**config.mk**
```make
export PLATFORM = sky130hd
export DESIGN_NAME = arch_map_table
export DESIGN_NICKNAME = d
export VERILOG_FILES = /design/src/rtl/arch_map_table.sv
export SDC_FILE = /design/constraint.sdc
export NUM_CORES = 1
export LEC_CHECK = 0
export ABC_CLOCK_PERIOD_IN_PS = 12240
export CAP_MARGIN = 10
export CORE_AREA = 2 2 244 174
export CTS_CLUSTER_DIAMETER = 60
export DETAILED_ROUTE_END_ITERATION = 6
export DIE_AREA = 0 0 246 176
export GPL_TIMING_DRIVEN = 0
export HOLD_SLACK_MARGIN = 0.03
export SLEW_MARGIN = 20
export SYNTH_ARGS = -nofsm -noshare
export SYNTH_HDL_FRONTEND = slang
export SYNTH_SLANG_ARGS = --single-unit
```
**constraint.sdc**
```tcl
create_clock -name clk -period 12.24 [get_ports clk]
set_clock_uncertainty 0.2 [all_clocks]
set_input_delay 2.448 -clock clk [delete_from_list [all_inputs] [get_ports clk]]
set_output_delay 2.448 -clock clk [all_outputs]
set_load 0.005 [all_outputs]
```
**src/rtl/arch_map_table.sv**
```systemverilog
// ---------------------------------------------------------------------------
// arch_map_table
//
// Retirement-side (architectural) rename table. The ROB retires up to
// RETIRE_WIDTH instructions per cycle into this table. The physical tag that
// each retire overwrites is handed back to the free list one cycle later.
//
// On a branch recovery the committed mapping (arch_table_o, including that
// cycle's retires) is what the speculative map table copies. The block then
// runs a rebuild scan over every physical tag and reports the tags that no
// architectural entry references, so that the free list can regenerate itself.
//
// Ports
//   clk, reset          clock (rising edge); asynchronous active-high reset
//   retire_*_i          per-slot retire request from the ROB (slot 0 older)
//   retire_ready_o      ROB may retire; low while the rebuild scan runs
//   branch_recover_i    mispredicted branch retiring this cycle
//   arch_table_o        committed mapping after this cycle's retires (comb.)
//   free_valid_o/tag_o  superseded tags returned to the free list (registered)
//   rebuild_start_o     first rebuild cycle: free list clears itself
//   rebuild_valid_o/tag_o  per-lane free tags found by the scan
//   rebuild_done_o      last rebuild beat
//
// Optional build macro ARCH_MAP_DEBUG_EN adds arch_table_Debug,
// state_Debug and scan_count_Debug observation outputs.
// ---------------------------------------------------------------------------
module arch_map_table #(
    parameter int ARCHREG_NUMBER = 32,
    parameter int PREG_NUMBER    = 64,
    parameter int RETIRE_WIDTH   = 2,
    parameter int REBUILD_WIDTH  = 4,
    localparam int AREG_W = $clog2(ARCHREG_NUMBER),
    localparam int TAG_W  = $clog2(PREG_NUMBER)
) (
    input  logic                                       clk,
    input  logic                                       reset,
    input  logic [RETIRE_WIDTH-1:0]                    retire_valid_i,
    input  logic [RETIRE_WIDTH-1:0]                    retire_has_dest_i,
    input  logic [RETIRE_WIDTH-1:0][AREG_W-1:0]        retire_arch_reg_i,
    input  logic [RETIRE_WIDTH-1:0][TAG_W-1:0]         retire_new_tag_i,
    output logic                                       retire_ready_o,
    input  logic                                       branch_recover_i,
    output logic [ARCHREG_NUMBER-1:0][TAG_W-1:0]       arch_table_o,
    output logic [RETIRE_WIDTH-1:0]                    free_valid_o,
    output logic [RETIRE_WIDTH-1:0][TAG_W-1:0]         free_tag_o,
    output logic                                       rebuild_start_o,
    output logic [REBUILD_WIDTH-1:0]                   rebuild_valid_o,
    output logic [REBUILD_WIDTH-1:0][TAG_W-1:0]        rebuild_tag_o,
    output logic                                       rebuild_done_o
`ifdef ARCH_MAP_DEBUG_EN
    ,
    output logic [ARCHREG_NUMBER-1:0][TAG_W-1:0]       arch_table_Debug,
    output logic                                       state_Debug,
    output logic [TAG_W-1:0]                           scan_count_Debug
`endif
);

    localparam logic IDLE    = 1'b0;
    localparam logic REBUILD = 1'b1;

    localparam logic [TAG_W-1:0] LAST_SCAN = TAG_W'(PREG_NUMBER - REBUILD_WIDTH);
    localparam logic [TAG_W-1:0] SCAN_STEP = TAG_W'(REBUILD_WIDTH);

    logic                                 state_q, state_d;
    logic [TAG_W-1:0]                     scan_q, scan_d;
    logic [ARCHREG_NUMBER-1:0][TAG_W-1:0] table_q, table_d;
    logic [RETIRE_WIDTH-1:0]              free_valid_q, free_valid_d;
    logic [RETIRE_WIDTH-1:0][TAG_W-1:0]   free_tag_q, free_tag_d;

    logic                                 in_rebuild;
    logic                                 recover_commit;
    logic [REBUILD_WIDTH-1:0][TAG_W-1:0]  lane_tag;
    logic [REBUILD_WIDTH-1:0]             lane_hit;

    assign in_rebuild     = (state_q == REBUILD);
    assign retire_ready_o = ~in_rebuild;
    assign recover_commit = branch_recover_i & retire_ready_o;

    // Slots are applied in program order on a working copy of the table, so a
    // younger slot that targets the same register as an older one frees the
    // older slot's new tag and its own tag is the one that sticks.
    always_comb begin
        table_d      = table_q;
        free_valid_d = '0;
        free_tag_d   = '0;
        for (int i = 0; i < RETIRE_WIDTH; i++) begin
            if (retire_valid_i[i] && retire_ready_o && retire_has_dest_i[i] &&
                (retire_arch_reg_i[i] != '0)) begin
                // Tags superseded in a recovery cycle are picked up by the scan.
                free_valid_d[i] = ~recover_commit;
                free_tag_d[i]   = table_d[retire_arch_reg_i[i]];
                table_d[retire_arch_reg_i[i]] = retire_new_tag_i[i];
            end
        end
    end

    assign arch_table_o = table_d;

    always_comb begin
        state_d = state_q;
        scan_d  = scan_q;
        case (state_q)
            IDLE: begin
                if (recover_commit) begin
                    state_d = REBUILD;
                    scan_d  = '0;
                end
            end
            REBUILD: begin
                if (scan_q == LAST_SCAN) begin
                    state_d = IDLE;
                    scan_d  = '0;
                end else begin
                    scan_d = scan_q + SCAN_STEP;
                end
            end
            default: begin
                state_d = IDLE;
                scan_d  = '0;
            end
        endcase
    end

    // The table is frozen during the scan (retire_ready_o is low), so the
    // registered copy is a stable reference for the membership test.
    always_comb begin
        lane_tag = '0;
        lane_hit = '0;
        for (int j = 0; j < REBUILD_WIDTH; j++) begin
            lane_tag[j] = scan_q + TAG_W'(j);
            for (int a = 0; a < ARCHREG_NUMBER; a++) begin
                if (table_q[a] == lane_tag[j]) begin
                    lane_hit[j] = 1'b1;
                end
            end
        end
    end

    always_comb begin
        rebuild_valid_o = '0;
        for (int j = 0; j < REBUILD_WIDTH; j++) begin
            rebuild_valid_o[j] = in_rebuild && !lane_hit[j] && (lane_tag[j] != '0);
        end
    end

    assign rebuild_tag_o   = lane_tag;
    assign rebuild_start_o = in_rebuild && (scan_q == '0);
    assign rebuild_done_o  = in_rebuild && (scan_q == LAST_SCAN);
    assign free_valid_o    = free_valid_q;
    assign free_tag_o      = free_tag_q;

    always_ff @(posedge clk or posedge reset) begin
        if (reset) begin
            state_q      <= IDLE;
            scan_q       <= '0;
            free_valid_q <= '0;
            free_tag_q   <= '0;
            for (int j = 0; j < ARCHREG_NUMBER; j++) begin
                table_q[j] <= TAG_W'(j);
            end
        end else begin
            state_q      <= state_d;
            scan_q       <= scan_d;
            free_valid_q <= free_valid_d;
            free_tag_q   <= free_tag_d;
            table_q      <= table_d;
        end
    end

`ifdef ARCH_MAP_DEBUG_EN
    assign arch_table_Debug = table_q;
    assign state_Debug      = state_q;
    assign scan_count_Debug = scan_q;
`endif

endmodule
```
==> impl_metrics.py <==
metrics = {
    "run_status": {
        "status": "finished, violations left",
        "violations": "design-rule violations",
    },
    "worst_setup_path": {
        "cpPeakStageDelay_ns": 0.85,
        "reg2reg_slack_ns": 7.00,
        "reg2reg_from": "in_rebuild",
        "cp_slowest_cell": "clkbuf_1",
        "worstSetupStartpointType": "input pin",
        "required_ns": 9.59,
        "cp.arrival_ns": 7.26,
        "endpoint_kind": "primary output",
        "critPathMaxFanout": 10,
        "worstSetupPathType": "input pin to primary output",
        "crit_chain": "clkdlybuf4s50_1, buf_1, nor2_1, a211oi_4, buf_6, clkbuf_1, nand2_1, clkbuf_1, a21oi_1, clkdlybuf4s50_1",
        "reg2reg_depth": 9,
        "r2r-end": "free_tag_o[7]",
    },
    "logic_synthesis": {
        "yosys-mux-area-fraction_pct": 17.56,
        "synth-compound-area-share_pct": 14.50,
        "synth-edff-count": 0,
        "synth_top_family_by_area": "simple AND/OR/NAND/NOR gates",
        "synth-xor-area-share_pct": 6.982,
        "synth-seq-cells": 211,
        "synthArstFlopShare_pct": 100.0,
        "synthTopCellsByArea": "dfrtp_1, dfstp_2, mux4_2",
        "seq_area_frac_synth_pct": 33.25,
        "yosysUniqueCellTypes": 77,
        "yosysTopAreaCell": "dfrtp_1",
        "yosysTopAreaCellShare_pct": 20.26,
        "synth_area_per_cell_um2": 8.902,
        "syn_area_um2": 16180,
        "ys.flop_type": "dfrtp_1",
        "syn_inst": 1818,
        "synth-simple-area-share_pct": 22.03,
        "synth_fa_ha_area_share_pct": 0.3093,
        "ys_warn_count": 0,
    },
    "global_routing": {
        "grt_max_degree": 91,
        "grt_pass1_wl_um": 152600,
        "first_global_vias": 18070,
        "track_usage_pct": 52.40,
        "overflow": 0,
        "grt_antenna_before_repair": 8,
    },
    "cells_and_area": {
        "mostFrequentLayoutCells": "clkdlybuf4s50_1, nor2_1, nand3_1",
        "final_nets": 2147,
        "syn_to_final_growth_pct": 26.91,
        "final_common_cell": "clkdlybuf4s50_1",
        "fillCellCount": 3815,
        "final_cells": 2688,
        "layout-drive-gt1-share_pct": 15.54,
    },
    "clock_network": {
        "h-tree-depth": 1,
        "cts_buffers": 29,
        "cts_tree": "done",
        "cts_buffer_depth": 3,
        "post_cts_buffers": 0,
        "cts_sinks": 211,
        "clk_latency_ns": 0.60,
        "root_buffer": "clkbuf_16",
        "clk_transition_reported_paths_ns": 0.07,
        "cts-resized-gates": 0,
        "holdBufCountCts": 0,
    },
    "floorplanning": {
        "coreArea_um2": 40730,
        "initial_core_util_pct": 39.74,
        "ios": 266,
        "dieArea_um2": 43300,
        "die_w_um": 246,
        "fp-row-count": 62,
        "dieHeight_um": 176,
    },
    "worst_hold_path": {
        "hold_depth": 1,
        "whs_endpoint": "table_q[5]",
        "hp-start": "table_q[5]",
        "min_path_type": "flip-flop to flip-flop",
    },
    "detailed_routing": {
        "drcViolationCount": 5,
        "routed_wl_um": 116100,
        "ant_nets": 0,
        "routed_via_density": 7.296,
        "vias": 19610,
        "drt_iter0_drc": 4029,
        "drtPass1Iterations": 7,
        "drt-wirelength-per-cell_um": 43.19,
    },
    "placed_design": {
        "preCtsSetupSlack_ns": 2.716,
        "portBuffers": 254,
        "globalplace.congestion": 1.171,
        "dpl.cell_count": 2627,
        "place_hpwl_um": 90230,
    },
    "sta": {
        "setup_viol": 0,
        "finalCriticalPeriod_ns": 9.906,
        "slew_headroom_pct": 7.060,
        "fin_tns_setup_ns": 0,
        "finalHoldViolCount": 0,
        "fin_crit_sh_pct": 80.93,
        "drv_slew": 0,
        "fmax_mhz": 100.9,
        "layout_setup_ws_ns": 2.334,
        "worstMarginPinSlew_ns": 1.388,
        "grt_setup_unrepaired": "no",
    },
    "power": {
        "leakage_nw": 7.680,
        "power_density_nw_per_um2": 198.9,
        "peakVddDrop_mv": 0.1931,
    },
    "job": {
        "maxCapViolCount": 0,
    },
}
[Yosys cell counts (all sizes together), types with 11 or more instances]
cell type / n
dfstp: 80
nor3: 41
o2111ai: 17
mux2i: 87
inv: 31
buf: 72
nor4: 17
o21ai: 76
clkbuf: 97
a211oi: 22
and3: 16
xnor2: 128
a21oi: 118
dfrtp: 131
mux4: 60
mux2: 55
nand4: 50
nand2: 88
nor3b: 22
a31oi: 59
a22oi: 23
nand3: 138
a2111oi: 12
nor2: 253
and4: 11
[critical path, delay by kind of cell]
family	cells	cell delay, ns
and+or+nand+nor	2	0.69
buffers and inverters	6	3.37
AOI/OAI and AO/OA	2	0.73
[routing by layer]
layer	track usage, %	part of all wire, %	vias up
met5	2.376	0.17	-
met4	30.91	7.9	10
met3	32.79	19	552
met2	67.79	37	2236
met1	64.70	36	9478
li1	-	-	7335
[state kept, by name, summed over array words and instances (netlist names)]
name,count
free_valid_o,2
table_q,192
scan_q,4
free_tag_o,12
in_rebuild,1
[cell type report]
cell class,instances,area (um2),area share [%]
multi-input combinational,1413,9998,48.68
sequential,211,5380,26.20
timing repair buffer,259,2630,12.81
clock buffer,41,850.8,4.143
buffer,169,755.7,3.680
tap,544,680.7,3.314
inverter,31,123.9,0.6031
clock inverter,12,97.59,0.4752
antenna,8,20.02,0.09748
[cell families (layout without fill, tap and decap cells)]
kind of cell | after synthesis | in the layout
xor+xnor | 129 | 129
fa+ha+maj | 4 | 4
buf+inv | 200 | 512
compound gates | 375 | 375
mux | 202 | 202
other cells | 2 | 16
flops | 211 | 211
simple gates | 695 | 695
[worst max-delay path by stage]
| stage | cells after the start | slack [ns] | endpoint | startpoint |
|---|---|---|---|---|
| global placement | 2 | 0.82 | table_q[135] | reset |
| floorplan | 1 | 3.96 | free_tag_o[0] | reset |
| CTS | 10 | 2.70 | arch_table_o[185] | retire_arch_reg_i[5] |
| finish | 10 | 2.33 | arch_table_o[124] | retire_arch_reg_i[5] |
| global route | 10 | 2.58 | arch_table_o[80] | retire_arch_reg_i[5] |
| detailed placement | 10 | 2.72 | arch_table_o[183] | retire_arch_reg_i[5] |
[through the flow]
step	power, mW	utilization [%]	area (um2)	hold slack, ns
floorplan	1.981	-	16210	0.3384
global placement	3.043	47.71	19430	0.3748
detailed placement	3.047	48.04	19560	0.3821
CTS	3.916	50.37	20510	0.3955
global route	4.104	50.38	20520	0.4196
finish	4.084	50.43	20540	0.4101
[where the power goes]
group / total, mW / internal (mW) / switching, mW
Combinational: 2.07 / 0.822 / 1.25
Clock: 0.875 / 0.487 / 0.388
Sequential: 1.14 / 0.889 / 0.248
(Power assumes the default switching activity.)
